==> src/rtl/imem_load_ctrl.sv <==
`default_nettype none
// ============================================================================
// imem_load_ctrl : owns the instruction-memory port, streams a boot image in
//                  over valid/ready while stalling the core, then serves fetch.
// Optional checksum verification of the image: define IMEM_CKSUM_EN.
// Revision: 1.0
// ============================================================================
module imem_load_ctrl #(
  parameter int          DEPTH = 1024,
  parameter int          AW    = $clog2(DEPTH),
  parameter logic [31:0] NOP   = 32'h0000_0013
) (
  input  logic          clk,
  input  logic          rst,
  input  logic [31:0]   fetch_addr,
  output logic [31:0]   fetch_instr,
  output logic          fetch_misalign,
  output logic          core_stall,
  input  logic          ld_start,
  input  logic          ld_valid,
  output logic          ld_ready,
  input  logic [31:0]   ld_data,
  input  logic          ld_last,
  input  logic [31:0]   ld_cksum,
  output logic          load_done,
  output logic          load_err,
  output logic [AW:0]   words_loaded,
  output logic [AW-1:0] mem_addr,
  output logic          mem_we,
  output logic [31:0]   mem_wdata,
  input  logic [31:0]   mem_rdata
);

  localparam logic [1:0]  S_LOAD = 2'd0;
  localparam logic [1:0]  S_DONE = 2'd1;
  localparam logic [1:0]  S_RUN  = 2'd2;
  localparam logic [1:0]  S_ERR  = 2'd3;

  localparam logic [AW:0] DEPTH_W    = (AW+1)'(DEPTH);
  localparam logic [32:0] BYTE_LIMIT = 33'(4 * DEPTH);

  logic [1:0]  r_state;
  logic [AW:0] r_wr_ptr;
  logic        r_load_err;

  logic w_run;
  logic w_hs;
  logic w_full;
  logic w_in_range;
  logic w_cksum_ok;

  assign w_run      = (r_state == S_RUN) & ~rst;
  assign ld_ready   = (r_state == S_LOAD) & ~ld_start & ~rst;
  assign w_hs       = ld_valid & ld_ready;
  assign w_full     = (r_wr_ptr == DEPTH_W);
  assign w_in_range = ({1'b0, fetch_addr} < BYTE_LIMIT);

`ifdef IMEM_CKSUM_EN
  logic [31:0] r_cksum;
  logic [31:0] w_sum_next;

  assign w_sum_next = r_cksum + ld_data;
  assign w_cksum_ok = (w_sum_next == ld_cksum);

  always_ff @(posedge clk) begin
    if (rst || ld_start) begin
      r_cksum <= '0;
    end else if (mem_we) begin
      r_cksum <= w_sum_next;
    end
  end
`else
  logic unused_cksum;

  assign unused_cksum = ^ld_cksum;
  assign w_cksum_ok   = 1'b1;
`endif

  // Overflow beats are consumed but dropped so the loader never deadlocks.
  assign mem_we         = w_hs & ~w_full;
  assign mem_wdata      = ld_data;
  assign mem_addr       = w_run ? fetch_addr[AW+1:2] : r_wr_ptr[AW-1:0];
  assign fetch_instr    = (w_run && w_in_range) ? mem_rdata : NOP;
  assign fetch_misalign = w_run & (fetch_addr[1:0] != 2'b00);
  assign core_stall     = ~w_run;
  assign load_done      = (r_state == S_DONE) & ~rst;
  assign load_err       = r_load_err;
  assign words_loaded   = r_wr_ptr;

  always_ff @(posedge clk) begin
    if (rst || ld_start) begin
      r_state    <= S_LOAD;
      r_wr_ptr   <= '0;
      r_load_err <= 1'b0;
    end else begin
      case (r_state)
        S_LOAD: begin
          if (w_hs) begin
            if (w_full) begin
              r_load_err <= 1'b1;
              r_state    <= S_ERR;
            end else begin
              r_wr_ptr <= r_wr_ptr + 1'b1;
              if (ld_last) begin
                if (w_cksum_ok) begin
                  r_state <= S_DONE;
                end else begin
                  r_load_err <= 1'b1;
                  r_state    <= S_ERR;
                end
              end
            end
          end
        end
        S_DONE:  r_state <= S_RUN;
        default: r_state <= r_state;
      endcase
    end
  end

endmodule
`default_nettype wire

==> config.mk <==
export PLATFORM = sky130hd
export DESIGN_NAME = imem_load_ctrl
export DESIGN_NICKNAME = d
export VERILOG_FILES = /design/src/rtl/imem_load_ctrl.sv
export SDC_FILE = /design/constraint.sdc
export NUM_CORES = 1
export LEC_CHECK = 0
export BUFFER_PORTS_ARGS = -buffer_cell sky130_fd_sc_hd__buf_2
export CAP_MARGIN = 40
export CORE_AREA = 5 5 84 86
export DETAILED_ROUTE_END_ITERATION = 8
export DIE_AREA = 0 0 89 91
export PLACE_DENSITY = 0.79
export SLEW_MARGIN = 20
export SYNTH_ARGS = -nofsm -noshare
export SYNTH_HDL_FRONTEND = slang
export SYNTH_SLANG_ARGS = --single-unit
==> constraint.sdc <==
create_clock -name clk -period 1.83 [get_ports clk]
set_clock_uncertainty 0.2 [all_clocks]
set_input_delay 0.2745 -clock clk [delete_from_list [all_inputs] [get_ports clk]]
set_output_delay 0.2745 -clock clk [all_outputs]
set_load 0.05 [all_outputs]
Yosys cells after proc, flatten, opt, wreduce, memory -nomap -nowiden
Index checks and enable logic that the tools add are counted.

Input bits: 133. Register bits: 14.

Equal/unequal tests: 5. Multiplexer cells: 6. $add $sub $neg: 1. Magnitude comparators: 1. Reductions and logical operators: 8. Bitwise logic cells: 11.

Operator list (number): $lt 32x13->1 const B (1); $mux 32 (1); $add 11x1->11 const B (1); $eq 11x11->1 const B (1); $mux 10 (1); $reduce_and 3->1 (3); $and 1x1->1 (7); $mux 2 (3); $not 1->1 (4); $pmux 2 s2 (1); $reduce_bool 2->1 (2); $ne 3x3->1 const B (1); $eq 2x1->1 const B (1); $eq 2x2->1 const B (1); $logic_not 2->1 (1); $ne 2x2->1 const B (1); $logic_and 1x1->1 (1); $logic_or 1x1->1 (1).

Longest topological paths before layout
Depth after elaboration: 6. Mapped depth: 6.

Least setup slack after synthesis
No wires, ideal clock.

Kind: register -> register. Start: reg r_wr_ptr[0], in the netlist words_loaded[0]. End: reg r_wr_ptr[0], in the netlist words_loaded[0]. Data arrival time: 2.273 ns. Clock period less this slack: 2.634 ns. Library setup time: 0.161 ns. Stages on the path, launching flop included: 7. Path slack: -0.804 ns. Cell sequence: dfxtp_1 inv_1 ha_1 and4_1 buf_2 nor2_1 o21ai_0.

Word-level cells in the longest chain between the ends: 3.

RTL lines: start: declaration (line 43) `logic [AW:0] r_wr_ptr;`; start signal: assignment (line 103) `r_wr_ptr <= r_wr_ptr + 1'b1;`; parallel branches: the longest is 3 deep, another holds $add 11x1->11.

Parallel ways; which one is timed is not known. A chain may end at the register's enable or synchronous reset.

Worst setup path after layout
Start: reg r_state[0]. End: out fetch_instr[23].

Word-level cells in the longest chain between the ends: 4.

RTL lines: start: declaration (line 42) `logic [1:0] r_state;`; start signal: assignment (line 116) `default: r_state <= r_state;`; $eq 2x2->1 (line 52) `assign w_run = (r_state == S_RUN) & ~rst;`; $and 1x1->1 (line 52); $logic_and 1x1->1 (line 83) `assign fetch_instr = (w_run && w_in_range) ? mem_rdata : NOP;`; $mux 32 (line 83); end: declaration (line 16) `output logic [31:0] fetch_instr,`.

Every way passes these cells.

==> impl_metrics.tcl <==
set metrics [dict create \
    hold_path_class "in2reg" \
    synth-seq-cells 14 \
    crit_slowest_cell "sky130_fd_sc_hd__dfxtp_4" \
    nFillCells 560 \
    core_area_um2 6200 \
    setup.worst_path.end_class "output port" \
    gr-usage-all-layers_pct 12.7 \
    number_of_h_tree_branching_levels 1 \
    power_mw 0.780 \
    worst-endpoint-required_ps 1360 \
    proportion_of_layout_cells_with_a_drive_suffix_above_1_pct 80.9 \
    die_width_um 89 \
    numCtsBuffers 3 \
    setup.worst_path.start "r_state[0]$_SDFFE_PP0P_" \
    grt_start_max_net_pins 16 \
    initial_core_util_pct 21.7 \
    floorplan.io_pins 224 \
    clock_insertion_delay_worst_skew_ps 250 \
    syn-mean-instance-area_um2 7.69 \
    clkPwrFrac_pct 33.6 \
    worst-slew-pin-transition_ps 335 \
    power.density_cell_area_nw_per_um2 271 \
    grt_remaining_overflow 0 \
    clock_sink_count 14 \
    combPwrFrac_pct 26.8 \
    final-instance-count-excl-fill 391 \
    violations "setup timing" \
    final.hold.worst_slack_ps 54.6 \
    finish.net_count 451 \
    multiInputGateArea_um2 1020 \
    regToRegSetupSlack_ps -140 \
    worst_setup_path_start_kind "flop" \
    area_of_the_mapped_netlist_um2 1350 \
    placed_cells 373 \
    drtPass1Iterations 4 \
    worst_rel_slew_slack_pct 77.6 \
    post_dp_cell_area_um2 2140 \
    floorplan.die.height_um 91 \
    drc 0 \
    worst_setup_path_endpoint "fetch_instr[23]" \
    netlist_instances 175 \
    antenna_cells_inserted 0 \
    seqCellArea_um2 288 \
    critical_path_peak_fanout 15 \
    setup_tns_ps -17920 \
    max_cap_violations 0 \
    detailed_route_vias_per_instance 4.66 \
    floorplan.die_area_um2 8100 \
    p_seq_share_pct 39.6 \
    clock_path_buffers 2 \
    grt_pass1_vias 1739 \
    postLayoutSetupSlackWorst_ps -427 \
    drt.antenna.violating_nets 0 \
    finalHoldViolCount 0 \
    report.final.slew_viol_count 0 \
    switching_power_mw 0.215 \
    reg_to_reg_end "words_loaded[5]$_SDFFE_PP0P_" \
    area.growth.synth_to_final_pct 114 \
    synth_cell_types 30 \
    fmaxAchievable_ghz 0.443 \
    worstPathArrival_ps 1780 \
    vias 1823 \
    total_of_buffers_placed_on_input_and_output_ports 127 \
    synth_nets 310 \
    cp_num_buf_inv 2 \
    final_replace_weighted_congestion 0.786 \
    antenna_found_initial 0 \
    irDropWorstVdd_mv 0.189 \
    final_min_period_over_clock_period_pct 123 \
    drt-total-wl_um 6620 \
    root_buffer "sky130_fd_sc_hd__clkbuf_8" \
    worst_path_dominant_cell_family "simple AND/OR/NAND/NOR gates" \
    finalInstanceArea_um2 2880 \
    place_worst_setup_slack_ps -407 \
    post-route-min-period_ps 2260 \
    rr_worst_depth 8 \
    setup_viol 52 \
    rsz0062_at_grt "true" \
    internal_power_mw 0.565 \
    rows 29 \
    power.static_leakage_nw 1.37 \
    p_sw_share_pct 27.6 \
    setup.worst_path.class "reg2out" \
    wire_length_of_the_first_global_routing_pass_um 8160 \
    rr_startpoint "r_state[0]$_SDFFE_PP0P_" \
    clock_tree_from_tritoncts "done" \
    synth_async_sr_flop_share_pct 0 \
    run_status "complete, but fails checks" \
    drt_first_iter_violations 36 \
    ys_warns 0 \
    final_util_pct 46.4 \
    register_area_share_after_synthesis_pct 20.8 \
    dpl_hpwl_um 4650 \
    crit_path_cell_count 6 \
    wl_per_cell_um 16.9 \
    synth-edff-count 0 \
    synth-main-ff-cell "sky130_fd_sc_hd__dfxtp_1" \
    critPathMaxStageDelay_ps 350 \
    path_clk_slew_ps 60 \
    critical_path.cell_chain "nor3b_4, nand4_1, nor2_2, buf_6, and2_2, buf_8" \
]
==> power groups by stage <==
stage,clock network (mW),logic (mW),registers (mW)
finish,0.262,0.209,0.309
global route,0.276,0.223,0.309
CTS,0.266,0.185,0.310
detailed placement,0,0.171,0.316
global placement,0,0.167,0.316
floorplan,0,0.239,0.325
==> registers in the layout, indices dropped and copies added (netlist names) <==
name          cells
load_err          1
words_loaded     11
r_state           2
==> cell type report <==
cell class              count  area share (%)
clock buffers               3            1.43
inverters                   3           0.522
multi-input cells         119            35.5
flip-flops and latches     14            10.0
well taps                  77            3.35
repair buffers            175            49.2
==> cells by family after synthesis <==
family                   count (synthesis)  share of synthesized area [%]
AND/OR/NAND/NOR                         87                           39.4
buffers and inverters                   42                           20.9
AO/OA/AOI/OAI                           19                           8.18
flip-flops                              14                           20.8
multiplexers                            10                           8.18
adder cells (fa/ha/maj)                  2                           1.86
XOR/XNOR                                 1                          0.651
==> synthesized netlist by cell type, types with 2 or more instances <==
cell type	n	area, um2
sky130_fd_sc_hd__a21oi_1	6	30.0
sky130_fd_sc_hd__clkbuf_1	4	15.0
sky130_fd_sc_hd__or4_1	4	30.0
sky130_fd_sc_hd__o21ai_0	7	35.0
sky130_fd_sc_hd__buf_4	32	240
sky130_fd_sc_hd__o31ai_1	4	30.0
sky130_fd_sc_hd__buf_2	3	15.0
sky130_fd_sc_hd__mux2i_1	2	20.0
sky130_fd_sc_hd__nand3_1	6	30.0
sky130_fd_sc_hd__nand4_1	6	37.5
sky130_fd_sc_hd__and2_1	32	200
sky130_fd_sc_hd__nand2_1	9	33.8
sky130_fd_sc_hd__dfxtp_1	14	280
sky130_fd_sc_hd__and4_1	2	17.5
sky130_fd_sc_hd__ha_1	2	25.0
sky130_fd_sc_hd__nor4_1	7	43.8
sky130_fd_sc_hd__nor2_1	8	30.0
sky130_fd_sc_hd__inv_1	3	11.3
sky130_fd_sc_hd__or3_1	6	37.5
sky130_fd_sc_hd__mux2_2	8	90.1
==> how the worst min path moves through the flow <==
stage | start | endpoint | slack, ps | cells after the start
after floorplan | ld_last | r_state[0]$_SDFFE_PP0P_ | 200 | 2
after global placement | load_err$_SDFFE_PP0P_ | load_err$_SDFFE_PP0P_ | 270 | 2
after detailed placement | load_err$_SDFFE_PP0P_ | load_err$_SDFFE_PP0P_ | 290 | 2
after CTS | ld_last | r_state[0]$_SDFFE_PP0P_ | 50 | 3
after global routing | ld_last | r_state[0]$_SDFFE_PP0P_ | 60 | 3
final | ld_last | r_state[0]$_SDFFE_PP0P_ | 50 | 3
==> repair_timing <==
action	CTS	global route
pin swaps	7	8
gates resized for setup	69	106
hold buffers	0	0
gates cloned	1	1
buffers inserted	4	9
endpoints found under the setup margin	50	59
==> tightest hold or removal path: stages <==
cell and delay (ps):
sky130_fd_sc_hd__buf_2 80, sky130_fd_sc_hd__o21ai_1 50, sky130_fd_sc_hd__o21ai_0 60
==> metal layers <==
metal  vias up  global-route usage (%)  share of wire (%)  wire, um
met4         0                    4.47                2.2       146
met2       106                    25.1                 52      3430
met3        15                    1.81                 11       726
li1        858                       -                  -         -
met1       844                    13.1                 35      2310
met5         -                       0                  0         0
==> cells in the final DEF, fill, tap and decap left out, types with 5 or more instances in the layout <==
master / count
sky130_fd_sc_hd__buf_2: 81
sky130_fd_sc_hd__buf_4: 38
sky130_fd_sc_hd__buf_6: 35
sky130_fd_sc_hd__and2_2: 26
sky130_fd_sc_hd__buf_8: 19
sky130_fd_sc_hd__dfxtp_1: 10
sky130_fd_sc_hd__mux2_4: 8
sky130_fd_sc_hd__nand2_1: 7
sky130_fd_sc_hd__nand4_1: 6
sky130_fd_sc_hd__nor4_1: 5
sky130_fd_sc_hd__nor2_1: 5
Power figures use the tool's default switching activity.
